## src/rtl/bcd_digit_scanner_if.sv

```systemverilog
// Bundles the upstream digit-load controls and the decoder-side scan outputs
// of the multiplexed BCD display scanner.
interface bcd_digit_scanner_if #(
    parameter int NUM_DIGITS = 4
);
    // load is a single-cycle strobe with no back-pressure: digits_in is taken
    // on every edge where load=1; pending stays high until that data is shown.
    logic [4*NUM_DIGITS-1:0] digits_in;
    logic                    load;
    logic                    blank_lz;
    logic [3:0]              bcd;
    logic [NUM_DIGITS-1:0]   dig_en;
    logic                    pending;
    logic                    frame_tick;

    modport master (
        output digits_in, load, blank_lz,
        input  bcd, dig_en, pending, frame_tick
    );

    modport slave (
        input  digits_in, load, blank_lz,
        output bcd, dig_en, pending, frame_tick
    );
endinterface

```

## src/rtl/bcd_digit_scanner.sv

```systemverilog
// Scans NUM_DIGITS packed BCD digits onto one shared 7-segment decoder with
// tear-free frame updates, per-slot dead time and optional leading-zero blanking.
module bcd_digit_scanner #(
    parameter int NUM_DIGITS  = 4,
    parameter int REFRESH_DIV = 50000,
    parameter int BLANK_CYC   = 500
) (
    input  logic                clk,
    input  logic                rst_n,
    bcd_digit_scanner_if.slave  bus
);
    localparam int PW = (REFRESH_DIV > 1) ? $clog2(REFRESH_DIV) : 1;
    localparam int IW = (NUM_DIGITS > 1) ? $clog2(NUM_DIGITS) : 1;
    localparam int DW = 4 * NUM_DIGITS;

    logic [PW-1:0]         presc_q, presc_d;
    logic [IW-1:0]         idx_q, idx_d;
    logic [DW-1:0]         shadow_q, shadow_d;
    logic [DW-1:0]         display_q, display_d;
    logic                  pending_q, pending_d;
    logic [3:0]            bcd_q, bcd_d;
    logic [NUM_DIGITS-1:0] dig_en_q, dig_en_d;
    logic                  frame_tick_q, frame_tick_d;

    logic                  presc_end;
    logic                  frame_wrap;
    logic                  dead;
    logic [3:0]            sel_digit;
    logic [NUM_DIGITS-1:0] lz_blank;
    logic                  all_zero;

    always_comb begin
        presc_end  = (presc_q == PW'(REFRESH_DIV - 1));
        frame_wrap = presc_end && (idx_q == IW'(NUM_DIGITS - 1));
        presc_d    = presc_end ? '0 : presc_q + PW'(1);
        idx_d      = idx_q;
        if (presc_end) begin
            idx_d = frame_wrap ? '0 : idx_q + IW'(1);
        end
    end

    // A load on the wrap edge still lets the old shadow reach the display;
    // the new data then waits a full frame with pending held high.
    always_comb begin
        shadow_d  = shadow_q;
        display_d = display_q;
        pending_d = pending_q;
        if (frame_wrap && pending_q) begin
            display_d = shadow_q;
            pending_d = 1'b0;
        end
        if (bus.load) begin
            shadow_d  = bus.digits_in;
            pending_d = 1'b1;
        end
    end

    // lz_blank[i] is set when digit i and every more significant digit are zero.
    always_comb begin
        lz_blank = '0;
        all_zero = 1'b1;
        for (int i = NUM_DIGITS - 1; i >= 1; i--) begin
            all_zero    = all_zero && (display_d[4*i +: 4] == 4'h0);
            lz_blank[i] = all_zero;
        end
    end

    // Outputs are computed from the next-state values so the registered
    // outputs line up with the idx/prescaler they describe.
    always_comb begin
        sel_digit    = display_d[4*int'(idx_d) +: 4];
        dead         = (int'(presc_d) < BLANK_CYC);
        dig_en_d     = '0;
        bcd_d        = 4'hF;
        frame_tick_d = frame_wrap;
        if (!dead) begin
            dig_en_d = NUM_DIGITS'(1) << idx_d;
            if (!(bus.blank_lz && lz_blank[idx_d])) begin
                bcd_d = sel_digit;
            end
        end
    end

    always_ff @(posedge clk or negedge rst_n) begin
        if (!rst_n) begin
            presc_q      <= '0;
            idx_q        <= '0;
            shadow_q     <= '0;
            display_q    <= '0;
            pending_q    <= 1'b0;
            bcd_q        <= 4'hF;
            dig_en_q     <= '0;
            frame_tick_q <= 1'b0;
        end else begin
            presc_q      <= presc_d;
            idx_q        <= idx_d;
            shadow_q     <= shadow_d;
            display_q    <= display_d;
            pending_q    <= pending_d;
            bcd_q        <= bcd_d;
            dig_en_q     <= dig_en_d;
            frame_tick_q <= frame_tick_d;
        end
    end

    assign bus.bcd        = bcd_q;
    assign bus.dig_en     = dig_en_q;
    assign bus.pending    = pending_q;
    assign bus.frame_tick = frame_tick_q;

endmodule

```

## src/flat_wrapper.sv

```systemverilog
// flat-port wrapper written by rule: the top's interface ports become plain ports
module bcd_digit_scanner_flat 
#(
    parameter int NUM_DIGITS  = 4,
    parameter int REFRESH_DIV = 50000,
    parameter int BLANK_CYC   = 500
)
  (clk, rst_n, bus_digits_in, bus_load, bus_blank_lz, bus_bcd, bus_dig_en, bus_pending, bus_frame_tick);
  bcd_digit_scanner_if #(.NUM_DIGITS(NUM_DIGITS)) bus_i ();
  input  logic clk;
  input  logic rst_n;
  input wire logic [$bits(bus_i.digits_in)-1:0] bus_digits_in;
  input wire logic [$bits(bus_i.load)-1:0] bus_load;
  input wire logic [$bits(bus_i.blank_lz)-1:0] bus_blank_lz;
  output wire logic [$bits(bus_i.bcd)-1:0] bus_bcd;
  output wire logic [$bits(bus_i.dig_en)-1:0] bus_dig_en;
  output wire logic [$bits(bus_i.pending)-1:0] bus_pending;
  output wire logic [$bits(bus_i.frame_tick)-1:0] bus_frame_tick;
  assign bus_i.digits_in = bus_digits_in;
  assign bus_i.load = bus_load;
  assign bus_i.blank_lz = bus_blank_lz;
  assign bus_bcd = bus_i.bcd;
  assign bus_dig_en = bus_i.dig_en;
  assign bus_pending = bus_i.pending;
  assign bus_frame_tick = bus_i.frame_tick;
  bcd_digit_scanner #(.NUM_DIGITS(NUM_DIGITS), .REFRESH_DIV(REFRESH_DIV), .BLANK_CYC(BLANK_CYC)) u_core (.clk(clk), .rst_n(rst_n), .bus(bus_i));
endmodule
```

## config.mk

```make
export PLATFORM = sky130hd
export DESIGN_NAME = bcd_digit_scanner_flat
export DESIGN_NICKNAME = d
export VERILOG_FILES = /design/src/rtl/bcd_digit_scanner_if.sv /design/src/rtl/bcd_digit_scanner.sv /design/src/flat_wrapper.sv
export SDC_FILE = /design/constraint.sdc
export NUM_CORES = 1
export LEC_CHECK = 0
export ABC_CLOCK_PERIOD_IN_PS = 3770
export CORE_MARGIN = 2
export CORE_UTILIZATION = 55
export DETAILED_ROUTE_END_ITERATION = 12
export PLACE_DENSITY = 0.76
export SKIP_CTS_REPAIR_TIMING = 1
export SYNTH_ARGS = -nofsm -noshare
export SYNTH_HDL_FRONTEND = slang
export SYNTH_SLANG_ARGS = --single-unit
export TNS_END_PERCENT = 20
```

## constraint.sdc

```tcl
create_clock -name clk -period 3.77 [get_ports clk]
set_clock_uncertainty 0.05 [all_clocks]
set_input_delay 0.377 -clock clk [delete_from_list [all_inputs] [get_ports clk]]
set_output_delay 0.377 -clock clk [all_outputs]
set_load 0.1 [all_outputs]
```

Yosys cells after proc, flatten, opt, wreduce, memory -nomap -nowiden --
Cells that the tools add are included. W data, S select, Z words.
Word-level totals: register bits after elaboration 60, input bits 20, output and inout bits 10, logic and storage cells 36
Cells by class: eq/ne operators 2, shifts and indexed selects 2, muxes and demuxes 11, $lt $le $gt $ge 2, add/sub/neg operators 2, reduce and logical (&&, ||, !) cells 9
Operators by type and width (count):
- $mux W16 | 2
- $add A16 B1 Y16 const B | 1
- $eq A16 B16 Y1 const B | 1
- $lt A16 B9 Y1 const B | 1
- $shiftx A16 B5 Y4 | 1
- $logic_not A4 Y1 | 3
- $mux W4 | 3
- $logic_and A1 B1 Y1 | 5
- $mux W2 | 2
- $shl A1 B2 Y4 const A | 1
- $lt A2 B3 Y1 const B | 1
- $mux W1 | 3
- $add A2 B1 Y2 const B | 1
- $bmux W1 S2 | 1
- $eq A2 B2 Y1 const B | 1
- $reduce_bool A2 Y1 | 1

Longest topological paths before layout --
Gate-level depths: netlist of the first run.
word-level depth 12, gate-level depth with buffers 10, gate-level depth less buffers 9

Worst setup path before layout of the first run --
No wires, ideal clock.
path kind reg2reg, from register u_core.presc_q[11], to register u_core.bcd_q[1] (netlist: u_core.bus.bcd[1]), setup slack 1.057 ns, setup time 0.096 ns, required time 3.624 ns, stages on the path, launching flop included 9, clock period less this slack 2.713 ns, arrival 2.567 ns, path buffers 1, cells stage by stage dfrtp_1 -> buf_6 -> or4b_4 -> nor4_4 -> mux2i_1 -> clkinv_2 -> o21a_1 -> o2111ai_2 -> o311ai_1
Between the ends: elaborated cells between the ends (all ways) 20, those cells by class add/sub: 1; order compare: 1; eq/ne: 1; shift: 1; mux: 8; reduce/logical: 8
RTL lines:
- from (decl) | line bcd_digit_scanner.sv:16 | logic [PW-1:0] presc_q, presc_d;
- from (signal assigned) | line bcd_digit_scanner.sv:95 | presc_q <= presc_d;
- $eq A16 B16 Y1 * | line bcd_digit_scanner.sv:33 | presc_end = (presc_q == PW'(REFRESH_DIV - 1));
- $logic_and A1 B1 Y1 | line bcd_digit_scanner.sv:34 | frame_wrap = presc_end && (idx_q == IW'(NUM_DIGITS - 1));
- $mux W2 | line bcd_digit_scanner.sv:38 | idx_d = frame_wrap ? '0 : idx_q + IW'(1);
- $mux W2 * | line bcd_digit_scanner.sv:37 | if (presc_end) begin
- via u_core.idx_d[0] | line bcd_digit_scanner.sv:17 | logic [IW-1:0] idx_q, idx_d;
- branches (longest 3 deep; another with $shiftx A16 B5 Y4)
- $mux W4 * | line bcd_digit_scanner.sv:78 | if (!(bus.blank_lz && lz_blank[idx_d])) begin
- $mux W4 * | line bcd_digit_scanner.sv:76 | if (!dead) begin
- via u_core.bcd_d[1] | line bcd_digit_scanner.sv:21 | logic [3:0] bcd_q, bcd_d;
- to (signal assigned) | line bcd_digit_scanner.sv:91 | bcd_q <= 4'hF;
- to (signal assigned) | line bcd_digit_scanner.sv:100 | bcd_q <= bcd_d;
- to (decl) | line bcd_digit_scanner.sv:21
Mark *: on every way through the listed nets, which the timed path passes. The select of a mux whose other input is x is not followed. A chain may end at the register's enable or synchronous reset.

Worst setup path after layout of the first run --
from register u_core.presc_q[0], to register u_core.bcd_q[1] (netlist: u_core.bus.bcd[1])
The elaborated chain is that of the path after synthesis.

==> results of run 1 <==
## sequential cells by signal, indices dropped and copies added (netlist names)
register               count
u_core.bus.bcd             4
u_core.bus.frame_tick      1
u_core.bus.pending         1
u_core.display_q          16
u_core.shadow_q           16
u_core.presc_q            16
u_core.bus.dig_en          4
u_core.idx_q               2
## metal layers
layer  share of wire, %  GRT usage, %  routed length (um)  vias up
met1                 48          33.3                2590      908
li1                   -             -                   -      867
met4                1.2          9.09                  65        0
met3                3.3          6.10                 176        6
met5                  0             0                   0        -
met2                 48          34.4                2580       38
## critical path, stage by stage, from the launching register on
cell and delay, ns:
dfrtp_1 0.42, ha_1 0.23, nand3_1 0.36, nor4_4 0.31, buf_4 0.23, mux2i_1 0.52
clkinv_2 0.25, o21a_1 0.26, o2111ai_2 0.29, o311ai_1 0.17
## report_power, final
part	internal [W]	switching, W	leakage, nW
Sequential	0.000661	0.0000147	0.769
Clock	0.000525	0.000244	0.131
Combinational	0.0000336	0.0000220	0.611
Total	0.00122	0.000281	1.51
## worst max-delay path by stage
stage | startpoint | end | slack (ns) | cells after the start
2_1_floorplan | u_core.presc_q[11]$_DFF_PN0_ | u_core.bus.bcd[1]$_DFF_PN1_ | 1.06 | 8
3_3_place_gp | u_core.presc_q[0]$_DFF_PN0_ | u_core.bus.bcd[1]$_DFF_PN1_ | 0.76 | 9
3_5_place_dp | u_core.presc_q[0]$_DFF_PN0_ | u_core.bus.bcd[1]$_DFF_PN1_ | 0.64 | 9
4_1_cts | u_core.presc_q[0]$_DFF_PN0_ | u_core.bus.bcd[1]$_DFF_PN1_ | 0.60 | 9
5_1_grt | u_core.presc_q[0]$_DFF_PN0_ | u_core.bus.bcd[1]$_DFF_PN1_ | 0.29 | 9
6_report | u_core.presc_q[0]$_DFF_PN0_ | u_core.bus.bcd[1]$_DFF_PN1_ | 0.57 | 9
## synthesized netlist by cell type (4+ instances only)
library cell   n
nor3_1        10
xnor2_1        6
nand3_1       10
nand2_1       14
dfrtp_1       56
mux2i_1        4
nor2_1        10
nor4_1         6
dfstp_2        4
o22ai_1        5
xor2_1         8
mux2_2        27
mux2_1         4
## cell type report
class	count	area (um^2)
Sequential cell	60	1510
Fill cell	341	1390
Multi-Input combinational cell	146	1140
Timing Repair Buffer	33	318
Clock buffer	12	145
Clock inverter	4	120
Tap cell	67	83.8
Inverter	5	21.3
## cell families after synthesis
| family | count (synthesis) | synth area share, % |
|---|---|---|
| AOI/OAI and AO/OA | 25 | 7.76 |
| xor gates and xnor gates | 14 | 4.53 |
| adders and majority gates | 2 | 0.924 |
| buffers and inverters | 12 | 2.17 |
| DFF | 60 | 55.6 |
| muxes | 35 | 14.4 |
| and+or+nand+nor | 70 | 14.6 |
## stage by stage
step,power [W],instances
floorplan,0.000704,218
global placement,0.000742,310
detailed placement,0.000744,310
CTS,0.00151,326
global route,0.00156,327
finish,0.00150,327
==> flow_metrics.py, run 1 <==
metrics = {
    "min_path": {
        "whs_endpoint": "u_core.display_q[3]$_DFF_PN0_",
        "hold_class": "flip-flop to flip-flop",
        "min_from": "u_core.display_q[3]$_DFF_PN0_",
        "holdPathStages": 1,
    },
    "layout": {
        "stdcell_area_um2": 3340,
        "fin_util_pct": 70.7,
        "drive_above_1_share_pct": 23.5,
        "area_delta_synth_final_pct": 23.2,
        "num_antenna_cells": 0,
        "layout_common_cells": "dfrtp_1, clkdlybuf4s50_1, mux2_2",
        "final_common_cell": "dfrtp_1",
        "nets": 277,
    },
    "timing": {
        "maxSlewViolCount": 0,
        "tightest_slew_ns": 0.971,
        "fmax_ghz": 0.313,
        "holdWs_ns": 0.450,
        "post-route-min-period_ns": 3.20,
        "finalCritPeriodShare_pct": 84.8,
        "fin_tns_setup_ns": 0,
        "hold_viol": 0,
        "maxSlewHeadroom_pct": 35.1,
        "setup_viol": 0,
        "rsz0062_at_grt": "no",
        "finalWorstSetupSlack_ns": 0.575,
    },
    "run": {
        "drv_cap": 0,
    },
    "worst_setup_path": {
        "reg2regPathDepth": 9,
        "r2r_end": "u_core.bus.bcd[1]$_DFF_PN1_",
        "r2r-start": "u_core.presc_q[0]$_DFF_PN0_",
        "cp-start-kind": "flip-flop",
        "worst_ep_arrival_time_ns": 3.38,
        "crit_type": "flip-flop to flip-flop",
        "required_ns": 3.96,
        "cp-end-kind": "flip-flop",
        "r2r_slack_ns": 0.57,
        "crit_fanout": 11,
    },
    "synthesis": {
        "postSynthAreaPerCell_um2": 12.4,
        "yosys.area.top_type": "dfrtp_1",
        "synthesis.area_um2": 2710,
        "synth_nets": 240,
        "ys.flop_type": "dfrtp_1",
        "netlist_instances": 218,
        "ys_warn_count": 0,
        "ys_seq_area_share_pct": 55.6,
        "ys_ff_latch": 60,
        "synth_top_area_share_pct": 51.7,
        "synth_edf_count": 0,
        "ys_top_cells_by_area": "dfrtp_1, mux2_2, dfstp_2, xor2_1, nand2_1",
        "synthArstFlopShare_pct": 100,
        "ys_types": 50,
    },
    "floorplan": {
        "initial_core_util_pct": 57.4,
        "die_w_um": 74.2,
        "rows": 25,
        "num_io_pins": 30,
        "die_h_um": 74.2,
        "coreArea_um2": 4720,
        "fp.dieArea_um2": 5500,
    },
    "pwr": {
        "peakVddDrop_mv": 0.294,
        "power_leakage_nw": 1.51,
        "powerDensity_nw_per_um2": 450,
    },
    "placement": {
        "port_buffers": 29,
        "detailed_place_hpwl_mm": 3.90,
        "post-place-ws_ns": 0.639,
        "place.gp.congestion": 0.849,
        "placed_cell_area_um2": 3060,
    },
    "global_routing": {
        "grt_first_pass_wirelength_mm": 9.30,
        "grt_pass1_vias": 1891,
        "grt_usage_pct": 23.3,
        "antenna_found_initial": 0,
        "grt_overflow": 0,
        "grt_max_degree": 37,
    },
    "drt": {
        "drc": 0,
        "ant_nets": 0,
        "wirelength_mm": 5.41,
        "via_per_inst": 5.56,
        "via_count": 1819,
        "drtPass1Iterations": 4,
        "post_drt_wl_per_cell_um": 16.6,
        "first_iter_violations": 135,
    },
    "clock_network": {
        "clkLatencyLatePin_ns": 0.34,
        "cts_tree": "done",
        "cts_buffers": 9,
        "clock_path_buffers": 2,
        "h-tree-depth": 3,
        "clock_sinks": 60,
        "clk_pin_slew_ns": 0.06,
        "cts_root_buf": "clkbuf_8",
    },
    "outcome": {
        "outcome": "finished, final reports clean",
    },
}
(Power assumes the default switching activity.)
==> run 2, diff against run 1 <==
--- a/config.mk
+++ b/config.mk
@@ -5,11 +5,11 @@
 export SDC_FILE = /design/constraint.sdc
 export NUM_CORES = 1
 export LEC_CHECK = 0
-export ABC_CLOCK_PERIOD_IN_PS = 3770
+export ABC_CLOCK_PERIOD_IN_PS = 2600
 export CORE_MARGIN = 2
-export CORE_UTILIZATION = 55
+export CORE_UTILIZATION = 50
 export DETAILED_ROUTE_END_ITERATION = 12
-export PLACE_DENSITY = 0.76
+export PLACE_DENSITY = 0.73
 export SKIP_CTS_REPAIR_TIMING = 1
 export SYNTH_ARGS = -nofsm -noshare
 export SYNTH_HDL_FRONTEND = slang
==> constraint.sdc (replaced) <==
create_clock -name clk -period 2.6 [get_ports clk]
set_clock_uncertainty 0.05 [all_clocks]
set_input_delay 0.26 -clock clk [delete_from_list [all_inputs] [get_ports clk]]
set_output_delay 0.26 -clock clk [all_outputs]
set_load 0.1 [all_outputs]
==> flow_metrics.py, run 2 (synthesis results as in run 1) <==
metrics = {
    "worst_setup_path": {
        "r2r-start": "u_core.presc_q[7]$_DFF_PN0_",
        "crit_fanout": 8,
        "crit_chain": "or4b_4 -> nor4_4 -> mux2i_2 -> clkinv_2 -> o21a_1 -> o2111ai_2 -> o211ai_1",
        "r2r_slack_ns": 0.16,
        "cp-start-kind": "flip-flop",
        "crit_end": "u_core.bus.bcd[2]$_DFF_PN1_",
        "slowest_delay_ns": 0.57,
        "r2r_end": "u_core.bus.bcd[2]$_DFF_PN1_",
        "cp-end-kind": "flip-flop",
        "required_ns": 2.80,
        "cp_slowest_cell": "or4b_4",
        "critPathLaunch": "u_core.presc_q[7]$_DFF_PN0_",
        "reg2regPathDepth": 7,
        "worst_ep_arrival_time_ns": 2.63,
        "crit_type": "flip-flop to flip-flop",
    },
    "floorplan": {
        "fp.dieArea_um2": 6020,
        "die_h_um": 77.6,
        "rows": 26,
        "die_w_um": 77.6,
        "initial_core_util_pct": 52.4,
        "num_io_pins": 30,
        "coreArea_um2": 5170,
    },
    "clock_network": {
        "clock_sinks": 60,
        "clkLatencyLatePin_ns": 0.34,
        "cts_root_buf": "clkbuf_8",
        "clock_path_buffers": 2,
        "h-tree-depth": 3,
        "clk_pin_slew_ns": 0.06,
        "cts_tree": "done",
        "cts_buffers": 9,
    },
    "timing": {
        "tightest_slew_ns": 0.800,
        "hold_viol": 0,
        "setup_viol": 0,
        "rsz0062_at_grt": "yes",
        "maxSlewHeadroom_pct": 46.5,
        "post-route-min-period_ns": 2.44,
        "fin_tns_setup_ns": 0,
        "finalCritPeriodShare_pct": 93.7,
        "maxSlewViolCount": 0,
        "fmax_ghz": 0.410,
    },
    "min_path": {
        "hold_class": "input pin to async pin",
    },
    "run": {
        "drv_cap": 0,
    },
    "placement": {
        "place.gp.congestion": 0.871,
        "port_buffers": 29,
        "detailed_place_hpwl_mm": 3.69,
        "placed_cell_area_um2": 3150,
    },
    "layout": {
        "final_common_cell": "dfrtp_1",
        "num_antenna_cells": 0,
        "fin_util_pct": 66.1,
        "area_delta_synth_final_pct": 26.2,
        "layout_common_cells": "dfrtp_1, mux2_2, buf_4",
        "stdcell_area_um2": 3420,
        "reg.largest.list": "u_core.display_q x16, u_core.presc_q x16, u_core.shadow_q x16",
        "drive_above_1_share_pct": 33.0,
        "nets": 290,
    },
    "drt": {
        "drc": 0,
        "post_drt_wl_per_cell_um": 15.3,
        "wirelength_mm": 5.23,
        "via_count": 1858,
        "first_iter_violations": 119,
        "via_per_inst": 5.42,
        "drtPass1Iterations": 4,
        "ant_nets": 0,
    },
    "global_routing": {
        "grt_max_degree": 61,
        "grt_first_pass_wirelength_mm": 9.07,
        "antenna_found_initial": 0,
        "grt_pass1_vias": 1868,
        "grt_usage_pct": 19.6,
        "grt_overflow": 0,
    },
    "pwr": {
        "peakVddDrop_mv": 0.413,
        "power_leakage_nw": 1.58,
        "powerDensity_nw_per_um2": 614,
    },
    "outcome": {
        "outcome": "finished, final reports clean",
    },
}
-- run 2: layout make-up --
class	instances	area, um^2
clock buffers	12	155
clock inverters	4	95.1
fillers	392	1750
inverters	5	21.3
multi-input cells	146	1160
flip-flops and latches	60	1510
well taps	70	87.6
repair buffers	46	392
-- run 2: worst max-delay path, delay by kind of cell (launching register included) --
family                 cells  cell delay (ns)
muxes                      1             0.31
and+or+nand+nor            2             0.86
AOI/OAI and AO/OA          3             0.58
buffers and inverters      1             0.16
DFF                        1             0.38
-- run 2: worst min path at each step --
stage	startpoint	to	slack (ns)	cells past startpoint
final	rst_n	u_core.presc_q[10]$_DFF_PN0_	0.003	2
after global routing	rst_n	u_core.presc_q[8]$_DFF_PN0_	0.07	2
after CTS	rst_n	u_core.shadow_q[8]$_DFFE_PN0P_	0.04	2
after detailed placement	rst_n	u_core.presc_q[10]$_DFF_PN0_	0.40	2
after global placement	rst_n	u_core.presc_q[14]$_DFF_PN0_	0.40	2
after floorplan	rst_n	u_core.bus.dig_en[0]$_DFF_PN0_	-0.09	0
-- run 2: power breakdown --
group | total [W] | internal [W] | switching [W] | leakage, nW
sequential | 0.000979 | 0.000959 | 0.0000195 | 0.769
combinational | 0.0000786 | 0.0000477 | 0.0000309 | 0.685
clock | 0.00104 | 0.000688 | 0.000354 | 0.127
-- run 2: stage by stage --
step	std cells	power (W)	setup slack (ns)	hold WS, ns
CTS	343	0.00212	0.105	0.0396
floorplan	218	0.00102	-0.0775	-0.0856
detailed placement	327	0.00108	0.111	0.404
global route	343	0.00217	-0.0449	0.0747
global placement	327	0.00107	0.188	0.403
finish	343	0.00210	0.163	0.00268
-- run 2: layer usage --
layer / up-vias / track usage, % / part of all wire, %
li1: 894 / - / -
met1: 904 / 27.5 / 47
met2: 51 / 27.9 / 46
met3: 9 / 5.35 / 5.6
met4: 0 / 10.0 / 1.8
met5: - / 0 / 0
==> run 3, diff against run 2 <==
--- a/config.mk
+++ b/config.mk
@@ -14,4 +14,4 @@
 export SYNTH_ARGS = -nofsm -noshare
 export SYNTH_HDL_FRONTEND = slang
 export SYNTH_SLANG_ARGS = --single-unit
-export TNS_END_PERCENT = 20
+export TNS_END_PERCENT = 50
==> flow_metrics.py, run 3 (synthesis results as in run 1) <==
metrics = {
    "pwr": {
        "p_clk_share_pct": 39.1,
        "power_leakage_nw": 1.57,
        "peakVddDrop_mv": 0.335,
        "power.switching_w": 0.000393,
        "powerDensity_nw_per_um2": 514,
        "combPwrFrac_pct": 4.8,
        "internal-power_w": 0.00135,
        "p_seq_share_pct": 56.1,
        "switching_share_pct": 22.5,
    },
    "layout": {
        "area_delta_synth_final_pct": 25.3,
        "final_common_cell": "dfrtp_1",
        "nets": 294,
        "layout_common_cells": "dfrtp_1, buf_4, mux2_2",
        "num_antenna_cells": 0,
        "fin_cells": 347,
        "reg.largest.list": "u_core.display_q x16, u_core.presc_q x16, u_core.shadow_q x16",
        "drive_above_1_share_pct": 33.6,
    },
    "drt": {
        "post_drt_wl_per_cell_um": 15.9,
        "ant_nets": 0,
        "wirelength_mm": 5.51,
        "via_per_inst": 5.48,
        "drtPass1Iterations": 4,
        "drc": 0,
        "first_iter_violations": 139,
        "via_count": 1903,
    },
    "global_routing": {
        "grt_max_degree": 35,
        "grt_pass1_vias": 1814,
        "antenna_found_initial": 0,
        "grt_overflow": 0,
        "grt_first_pass_wirelength_mm": 9.05,
        "grt_usage_pct": 19.3,
    },
    "clock_network": {
        "clkLatencyLatePin_ns": 0.32,
        "h-tree-depth": 3,
        "cts_root_buf": "clkbuf_8",
        "clock_path_buffers": 2,
        "clk_pin_slew_ns": 0.06,
        "cts_buffers": 9,
        "cts_tree": "done",
        "clock_sinks": 60,
    },
    "floorplan": {
        "num_io_pins": 30,
        "rows": 26,
        "coreArea_um2": 5170,
        "die_h_um": 77.6,
        "initial_core_util_pct": 52.4,
        "die_w_um": 77.6,
        "fp.dieArea_um2": 6020,
    },
    "worst_setup_path": {
        "crit_type": "flip-flop to flip-flop",
        "critPathLaunch": "u_core.presc_q[11]$_DFF_PN0_",
        "crit_chain": "or4b_4 -> nor4_4 -> mux2i_2 -> clkinv_2 -> o2111a_2 -> o2111ai_4 -> o211ai_1",
        "cp-start-kind": "flip-flop",
        "crit_fanout": 7,
        "worst_ep_arrival_time_ns": 2.79,
        "critPathTopFamily": "simple AND/OR/NAND/NOR gates",
        "cp-end-kind": "flip-flop",
        "slowest_delay_ns": 0.56,
        "path_buf_inv": 1,
        "cp_slowest_cell": "or4b_4",
        "r2r-start": "u_core.presc_q[11]$_DFF_PN0_",
        "required_ns": 2.78,
    },
    "min_path": {
        "hold_class": "flip-flop to flip-flop",
        "min_from": "u_core.display_q[0]$_DFF_PN0_",
    },
    "timing": {
        "tightest_slew_ns": 0.791,
        "post-route-min-period_ns": 2.61,
        "fmax_ghz": 0.383,
        "holdWs_ns": 0.446,
        "finalWorstSetupSlack_ns": -0.00781,
        "setup_viol": 1,
        "hold_viol": 0,
        "finalCritPeriodShare_pct": 100,
        "rsz0062_at_grt": "yes",
        "maxSlewHeadroom_pct": 47.1,
        "fin_tns_setup_ns": -0.00781,
        "maxSlewViolCount": 0,
    },
    "outcome": {
        "outcome": "complete, but fails checks",
        "violations": "negative setup slack",
    },
    "placement": {
        "port_buffers": 29,
        "place_inst": 325,
        "place.gp.congestion": 0.840,
        "detailed_place_hpwl_mm": 3.90,
    },
    "run": {
        "drv_cap": 0,
    },
}
run 3: changes by cell type in the layout (fill, tap and decap cells not counted), sizes merged:
cell	before	now
clkinv	3	5
buf	28	31
dlygate4sd3	0	1
clkbuf	12	13
bufinv	3	0
run 3: worst register-to-register path: stages (launching register included):
cell	delay, ns
dfrtp_1	0.39
or4b_4	0.56
nor4_4	0.41
mux2i_2	0.35
clkinv_2	0.17
o2111a_2	0.22
o2111ai_4	0.24
o211ai_1	0.15
run 3: metrics by stage:
stage	area [um^2]	total power, W	util [%]	setup slack, ns
floorplan	2720	0.00102	-	-0.0775
global placement	3150	0.00108	60.9	0.0825
detailed placement	3150	0.00108	60.9	0.0725
CTS	3310	0.00175	63.9	0.0529
global route	3390	0.00182	65.6	-0.160
finish	3390	0.00175	65.6	-0.00781
run 3: power groups by stage:
stage	combinational, W	clock [W]	sequential, W
2_1_floorplan	0.0000311	0	0.000989
3_3_place_gp	0.0000824	0	0.000996
3_5_place_dp	0.0000843	0	0.000997
4_1_cts	0.0000847	0.000687	0.000980
5_1_grt	0.0000926	0.000748	0.000982
6_report	0.0000838	0.000682	0.000979
run 3: final timing paths:
kind | slack (ns) | depth (start not counted) | end
max | -0.008 | 7 | u_core.bus.bcd[2]$_DFF_PN1_
min | 0.45 | 1 | u_core.display_q[0]$_DFF_PN0_
max reg2reg | -0.008 | 7 | u_core.bus.bcd[2]$_DFF_PN1_
min reg2reg | 0.45 | 1 | u_core.display_q[0]$_DFF_PN0_
max in group asynchronous | 1.36 | 3 | u_core.bus.bcd[1]$_DFF_PN1_
min in group asynchronous | 0.47 | 2 | u_core.display_q[3]$_DFF_PN0_
run 3: layer usage:
layer | wire [um] | share of wire (%) | global-route usage [%] | vias up
li1 | - | - | - | 909
met3 | 226 | 4.1 | 3.95 | 7
met4 | 57 | 1.0 | 8.04 | 0
met5 | 0 | 0 | 0 | -
met1 | 2610 | 47 | 28.8 | 939
met2 | 2610 | 47 | 27.6 | 48
run 3: cell type report:
class	instances	area (um^2)
Fill cell	394	1780
Multi-Input combinational cell	146	1190
Clock buffer	13	139
Inverter	5	21.3
Sequential cell	60	1510
Tap cell	70	87.6
Timing Repair Buffer	50	437
Clock inverter	3	15.0
